## src/rtl/rr_decode_arbiter.sv

```systemverilog
// Round-robin arbiter sharing one decoder among N requesters; a grant is held
// until the owner is done, drops its request, or reaches the MAX_HOLD limit.
module rr_decode_arbiter #(
  parameter int N        = 4,
  parameter int IDW      = 2,
  parameter int MAX_HOLD = 8
) (
  input  logic           clk,
  input  logic           rst_n,
  input  logic [N-1:0]   req,
  input  logic [N-1:0]   done,
  output logic [N-1:0]   grant,
  output logic [IDW-1:0] grant_id,
  output logic           grant_en,
  output logic           timeout
);

  typedef enum logic {IDLE, BUSY} state_e;

  localparam logic [7:0] HOLD_LIMIT = 8'(MAX_HOLD);

  state_e         state_q, state_d;
  logic [IDW-1:0] ptr_q, ptr_d;
  logic [IDW-1:0] id_q, id_d;
  logic [7:0]     cnt_q, cnt_d;
  logic           timeout_q, timeout_d;
  logic [N-1:0]   grant_q, grant_d;

  logic           found;
  logic [IDW-1:0] winner;
  logic [IDW-1:0] cand;
  logic           ownerDone, ownerReq, atLimit;

  // Scan from the priority pointer upward; IDW-bit addition wraps mod N for free.
  always_comb begin
    found  = 1'b0;
    winner = '0;
    cand   = '0;
    for (int i = 0; i < N; i++) begin
      cand = ptr_q + IDW'(i);
      if (!found && req[cand]) begin
        found  = 1'b1;
        winner = cand;
      end
    end
  end

  assign ownerDone = done[id_q];
  assign ownerReq  = req[id_q];
  assign atLimit   = (cnt_q == HOLD_LIMIT);

  always_comb begin
    state_d   = state_q;
    ptr_d     = ptr_q;
    id_d      = id_q;
    cnt_d     = cnt_q;
    timeout_d = 1'b0;
    grant_d   = grant_q;
    case (state_q)
      IDLE: begin
        if (found) begin
          state_d = BUSY;
          id_d    = winner;
          cnt_d   = 8'd1;
          grant_d = {{(N-1){1'b0}}, 1'b1} << winner;
        end
      end
      BUSY: begin
        if (ownerDone || !ownerReq || atLimit) begin
          state_d   = IDLE;
          grant_d   = '0;
          cnt_d     = 8'd0;
          ptr_d     = id_q + IDW'(1);
          // A timeout is only reported when the limit alone forced the release.
          timeout_d = atLimit && !ownerDone && ownerReq;
        end else if (cnt_q < HOLD_LIMIT) begin
          cnt_d = cnt_q + 8'd1;
        end
      end
      default: state_d = IDLE;
    endcase
  end

  always_ff @(posedge clk or negedge rst_n) begin
    if (!rst_n) begin
      state_q   <= IDLE;
      ptr_q     <= '0;
      id_q      <= '0;
      cnt_q     <= 8'd0;
      timeout_q <= 1'b0;
      grant_q   <= '0;
    end else begin
      state_q   <= state_d;
      ptr_q     <= ptr_d;
      id_q      <= id_d;
      cnt_q     <= cnt_d;
      timeout_q <= timeout_d;
      grant_q   <= grant_d;
    end
  end

  assign grant    = grant_q;
  assign grant_id = id_q;
  assign grant_en = (state_q == BUSY);
  assign timeout  = timeout_q;

endmodule
```

## config.mk

```make
export PLATFORM = sky130hd
export DESIGN_NAME = rr_decode_arbiter
export DESIGN_NICKNAME = d
export VERILOG_FILES = /design/src/rtl/rr_decode_arbiter.sv
export SDC_FILE = /design/constraint.sdc
export NUM_CORES = 1
export LEC_CHECK = 0
export BUFFER_PORTS_ARGS = -buffer_cell sky130_fd_sc_hd__buf_2
export CAP_MARGIN = 20
export CORE_UTILIZATION = 45
export DETAILED_ROUTE_END_ITERATION = 10
export GPL_TIMING_DRIVEN = 0
export PLACE_DENSITY = 0.66
export SLEW_MARGIN = 30
export SYNTH_ARGS = -nofsm -noshare
export SYNTH_HDL_FRONTEND = slang
export SYNTH_SLANG_ARGS = --single-unit
```

## constraint.sdc

```tcl
create_clock -name clk -period 2.1 [get_ports clk]
set_clock_uncertainty 0.15 [all_clocks]
set_input_delay 0.21 -clock clk [delete_from_list [all_inputs] [get_ports clk]]
set_output_delay 0.21 -clock clk [all_outputs]
set_load 0.01 [all_outputs]
```

==> impl_metrics.csv, run 1 <==
group,metric,value,unit
cells_and_area,antenna_cells,0,
timing,finalCritPeriodShare,95.1,%
synth,ys_ff_latch,18,
global_routing,antenna_found_initial,0,
min_path,hp-class,"in -> reg",
setup_path,path_class,"reg -> reg",
floorplanning,rows,16,
synth,synthMostInstantiatedCell,"dfrtp_1",
global_routing,top_usage_layer,"met2",
routing,via_per_inst,5.70,
cells_and_area,final_nets,137,
synth,synth.net_count,114,
setup_path,critPathLaunchType,"flop",
global_routing,grt_pass1_wl,3620,um
synth,synth_top_area_share,44.4,%
pwr,swShare,39.8,%
floorplanning,io_pins,18,
flow_run,maxCapViolCount,0,
floorplanning,die_h,49.5,um
cells_and_area,multi_input_area,519,sq um
setup_path,crit-reg2reg-capture,"grant[3]",
placement,placed_area,1130,sq um
global_routing,grtUsageMet2,29.7,%
timing,worst_slew_pin_slew,505,ps
global_routing,grt_max_degree,19,
global_routing,grtUsageMet3,6.48,%
synth,yosysUniqueCellTypes,38,
synth,synth_edf_count,0,
synth,async_flop_share,100,%
clock_tree,clock_sinks,18,
synth,avgSynthCellArea,9.94,sq um
clock_tree,clock-root-buffer,"clkbuf_4",
min_path,min_from,"req[2]",
min_path,min_to,"grant_id[0]",
synth,yosysWarnings,0,
placement,hpwl,1480,um
floorplanning,coreArea,2040,sq um
timing,hold_viol,0,
synth,yosys-top-cells-area,"dfrtp_1 44%, o21a_1 4.4%, nand3_1 3.0%",
routing,firstDrtPassIters,4,
clock_tree,insertion_delay,290,ps
clock_tree,cts_buffers,3,
routing,drc,0,
cells_and_area,regArea,452,sq um
synth,synthCells,102,
clock_tree,cts_max_level,1,
routing,ant_nets,0,
timing,relSlewSlack,66.0,%
timing,drv_slew,0,
global_routing,grtUsageMet1,26.8,%
setup_path,max_stage_delay,460,ps
pwr,pwr-share-clk,12.0,%
placement,place.gp.congestion,0.908,
setup_path,r2r_setup_slack,100,ps
cells_and_area,num-fill-cells,190,
pwr,p_int,0.814,mW
routing,wl_per_cell,13.1,um
clock_tree,clk_pin_slew_worst_paths,100,ps
synth,yosys.area.top_type,"dfrtp_1",
cells_and_area,stdcell_area,1170,sq um
pwr,leakage,0.567,nW
pwr,p_sw,0.538,mW
setup_path,worstPathArrival,2020,ps
timing,clock.fmax,501,MHz
clock_tree,cts_max_path_buffers,2,
synth,ys_top_cells_by_count,"18 x dfrtp_1, 7 x nor2_1, 6 x inv_1, 6 x nand3_1, 6 x o21a_1",
clock_tree,tritoncts,"done",
pwr,powerDensity,1150,nW/um^2
timing,fin_setup_tns,0,ps
setup_path,critPathSlowestCell,"dfrtp_2",
routing,dr.first_iter.drc_count,9,
setup_path,reg2reg_depth,8,
floorplanning,start_util,49.6,%
timing,setup_viol,0,
pwr,ir_worst_vdd,0.000705,V
clock_tree,cts_setup_buffers,0,
setup_path,crit_path_cell_trace,"inv_1, ha_1, nor2b_2, nand3_1, and2_4, a21o_1, buf_6, a22o_1",
timing,grt_setup_unrepaired,"no",
status,status,"finished, final reports clean",
pwr,power_frac_comb,46.8,%
global_routing,grt_overflow,0,
min_path,hold_depth,4,
synth,netlist_area,1010,sq um
placement,io_buffers,17,
floorplanning,dieArea,2450,sq um
cells_and_area,syn_to_final_growth,15.6,%
routing,routed_wl,1960,um
pwr,power,1.35,mW
routing,vias,855,
synth,ys_seq_area_share,44.4,%
cells_and_area,final_layout_size_suffix_gt1_share,25.2,%
pwr,seqPwrFrac,41.2,%
global_routing,first_global_vias,810,
setup_path,critPathRequiredTime,2120,ps
global_routing,gr-usage-all-layers,19.5,%
timing,period_needed,2000,ps
floorplanning,die_w,49.5,um
setup_path,worstPathMaxFanout,9,
setup_path,end_kind,"flop",
synth,synth_ff_type,"dfrtp_1",
setup_path,worstReg2RegStart,"cnt_q[0]",
-- worst max-delay path by stage --
stage / startpoint / endpoint / slack [ps] / cells past startpoint
2_1_floorplan: cnt_q[0] / grant[1] / 210 / 8
3_3_place_gp: cnt_q[0] / grant[3] / 50 / 8
3_5_place_dp: cnt_q[0] / grant[1] / 40 / 8
4_1_cts: cnt_q[0] / grant[3] / 60 / 8
5_1_grt: cnt_q[0] / grant[3] / 0.9 / 8
6_report: cnt_q[0] / grant[3] / 100 / 8
-- power groups by stage --
| stage | Combinational, mW | Clock [mW] | Sequential [mW] |
|---|---|---|---|
| floorplan | 0.433 | 0 | 0.565 |
| global placement | 0.615 | 0 | 0.557 |
| detailed placement | 0.631 | 0 | 0.560 |
| CTS | 0.638 | 0.173 | 0.556 |
| global route | 0.708 | 0.194 | 0.571 |
| finish | 0.632 | 0.162 | 0.557 |
-- through the flow --
stage / utilization (%) / hold WS [ps] / worst slack, ps / cells
2_1_floorplan: - / -236 / 209 / 102
3_3_place_gp: 55.5 / 8.98 / 54.9 / 146
3_5_place_dp: 55.5 / 22.7 / 43.0 / 146
4_1_cts: 57.2 / 176 / 64.6 / 150
5_1_grt: 57.4 / 215 / 0.939 / 150
6_report: 57.4 / 197 / 103 / 150
-- routing by layer --
metal	share of wire, %	vias up
li1	-	419
met5	0	-
met3	4.1	2
met2	44	19
met1	51	415
met4	0.61	0
-- state kept, by name (all words and copies together), names as in the netlist --
signal    count
cnt_q         8
grant         4
grant_en      1
grant_id      2
ptr_q         2
timeout       1
-- placed cells by master, fill, tap and decap left out, drive strengths merged, types with 2 or more instances in the layout --
cell type / instances
buf: 20
o21a: 6
ha: 2
nor2: 7
and2: 2
clkbuf: 4
nand3: 6
mux2: 2
o21ai: 4
nand4b: 2
and3: 4
o2bb2ai: 2
a22o: 3
mux2i: 2
a21boi: 2
a211oi: 3
nand2b: 4
nor2b: 4
dfrtp: 18
nor4: 3
a21oi: 5
inv: 6
-- cell type report --
type	instances	area share, %
inverter	6	1.92
clock buffer	3	1.92
buffer	4	2.24
timing repair buffer	18	8.12
sequential	18	38.6
multi-input combinational	74	44.3
tap	27	2.88
-- repair_timing --
action | in CTS | in global routing
gates resized for setup | 1 | 2
endpoints found under the hold margin | 18 | 0
endpoints found under the setup margin | 1 | 8
hold buffers | 1 | 0
-- worst max-delay path, delay by kind of cell (launching register included) --
kind | cells | cell delay (ps)
simple gates | 3 | 490
fa+ha+maj | 1 | 140
flops | 1 | 460
buf+inv | 2 | 220
compound gates | 2 | 410
-- logic make-up after synthesis --
family,synth area share (%)
compound gates,22.8
xor+xnor,0.864
fa+ha+maj,2.47
buf+inv,4.81
flops,44.4
mux,4.20
simple gates,20.4
Power figures use the tool's default switching activity.
==> inputs of run 2 (changes only) <==
CTS_BUF_LIST = sky130_fd_sc_hd__clkbuf_4 sky130_fd_sc_hd__clkbuf_8   (was not set)
SETUP_SLACK_MARGIN = 0.5   (was not set)
==> run 2 against run 1 <==
Effect of this change: clock-buffer cell count up 1; first-iteration DRC count increased by 56%; worst setup slack improved by 180 ps; non-clock buffer count rose by 12; clock power increased by 38%; via count increased by 5.8%; total power grew 25%; sequential share of layout area down 5.8 points; critical endpoint unchanged; largest power group unchanged.
==> impl_metrics.csv, run 2 (synthesized netlist as in run 1, its figures left out) <==
group,metric,value,unit
floorplanning,dieArea,2450,sq um
pwr,leakage,0.664,nW
timing,setup_viol,0,
cells_and_area,regArea,452,sq um
cells_and_area,largest_reg_flops,8,
timing,hold_viol,0,
setup_path,path_class,"reg -> reg",
clock_tree,clock-root-buffer,"clkbuf_4",
clock_tree,tritoncts,"done",
cells_and_area,regMostFlops,"cnt_q",
routing,firstDrtPassIters,4,
placement,dp_slack,193,ps
global_routing,grt_pass1_wl,3870,um
timing,drv_slew,0,
pwr,powerDensity,1220,nW/um^2
global_routing,antenna_found_initial,0,
setup_path,critPathLaunchType,"flop",
floorplanning,die_h,49.5,um
routing,vias,905,
global_routing,grt_overflow,0,
timing,fin_setup_tns,0,ps
routing,routed_wl,2260,um
clock_tree,cts_buffers,3,
clock_tree,cts_max_path_buffers,2,
routing,dr.first_iter.drc_count,14,
timing,finalCritPeriodShare,86.4,%
floorplanning,io_pins,18,
clock_tree,cts_max_level,1,
cells_and_area,multi_input_area,602,sq um
cells_and_area,layout_commonest_cell,"buf_2",
placement,io_buffers,17,
floorplanning,coreArea,2040,sq um
routing,wl_per_cell,13.8,um
global_routing,grt_max_degree,19,
routing,via_per_inst,5.55,
status,status,"finished, final reports clean",
cells_and_area,final_layout_size_suffix_gt1_share,41.9,%
global_routing,first_global_vias,837,
timing,grt_setup_unrepaired,"yes",
flow_run,maxCapViolCount,0,
clock_tree,insertion_delay,300,ps
setup_path,worstPathMaxFanout,9,
setup_path,worstPathArrival,1850,ps
floorplanning,start_util,49.6,%
timing,worst_slew_pin_slew,395,ps
timing,period_needed,1810,ps
pwr,ir_worst_vdd,0.000656,V
setup_path,critPathRequiredTime,2140,ps
cells_and_area,layout_common_cells,"18 x buf_2, 17 x dfrtp_1, 10 x buf_4",
setup_path,end_kind,"flop",
floorplanning,die_w,49.5,um
timing,clock.fmax,551,MHz
timing,worst_slack,285,ps
routing,drc,0,
min_path,hp-class,"in -> reg",
routing,ant_nets,0,
cells_and_area,post-route-util,67.6,%
setup_path,startpoint,"cnt_q[0]",
clock_tree,clock_sinks,18,
cells_and_area,num-fill-cells,164,
placement,place.gp.congestion,0.849,
min_path,min_from,"req[3]",
cells_and_area,final_nets,149,
cells_and_area,syn_to_final_growth,36.2,%
setup_path,worstReg2RegStart,"cnt_q[0]",
cells_and_area,antenna_cells,0,
global_routing,gr-usage-all-layers,21.0,%
clock_tree,clk_pin_slew_worst_paths,120,ps
timing,relSlewSlack,73.4,%
placement,hpwl,1510,um
floorplanning,rows,16,
[run 2: cell count changes in the layout (fill, tap and decap cells not counted), sizes merged]
cell    change
clkbuf      +1
buf        +12
[run 2: worst max-delay path: stages (launching register included)]
cell and delay (ps):
dfrtp_2 430, inv_2 70, ha_4 110, nor2b_4 160, nand3_2 100, and2_4 180, a21o_1 160, buf_6 130
a22o_1 200
[run 2: timing repair]
action	in CTS	in global routing
endpoints found under the setup margin	15	17
pin swaps	8	5
hold buffers	1	0
endpoints found under the hold margin	18	0
buffers inserted	11	1
gates resized for setup	18	2
[run 2: final timing paths]
kind | endpoint | slack, ps | depth (start not counted)
max | grant[3] | 290 | 8
min | grant[2] | 180 | 3
max reg2reg | grant[3] | 290 | 8
min reg2reg | grant[0] | 350 | 1
max in group asynchronous | cnt_q[0] | 1300 | 2
min in group asynchronous | cnt_q[1] | 200 | 2
[run 2: routing by layer]
| metal | up-vias | routed length (um) | track usage [%] |
|---|---|---|---|
| li1 | 444 | - | - |
| met1 | 442 | 1160 | 29.6 |
| met2 | 15 | 1020 | 32.9 |
| met3 | 4 | 60 | 4.01 |
| met4 | 0 | 16 | 5.71 |
| met5 | - | 0 | 0 |
[run 2: per-stage QoR]
step,total power [mW],cell area [sq um],cells,hold slack [ps]
2_1_floorplan,1.04,1050,102,-236
3_3_place_gp,1.22,1160,146,8.46
3_5_place_dp,1.24,1160,146,13.4
4_1_cts,1.66,1360,162,169
5_1_grt,1.80,1380,163,191
6_report,1.68,1380,163,182
[run 2: final cells by class]
type | count | share of cell area [%]
buffer | 4 | 2.99
multi-input combinational | 74 | 43.6
sequential | 18 | 32.7
timing repair buffer | 30 | 14.0
clock buffer | 4 | 2.63
tap | 27 | 2.45
inverter | 6 | 1.63
[run 2: power by group]
group / total, mW / switching (mW) / internal, mW
Combinational: 0.909 / 0.429 / 0.480
Clock: 0.223 / 0.117 / 0.106
Sequential: 0.552 / 0.104 / 0.448
Total: 1.68 / 0.649 / 1.03
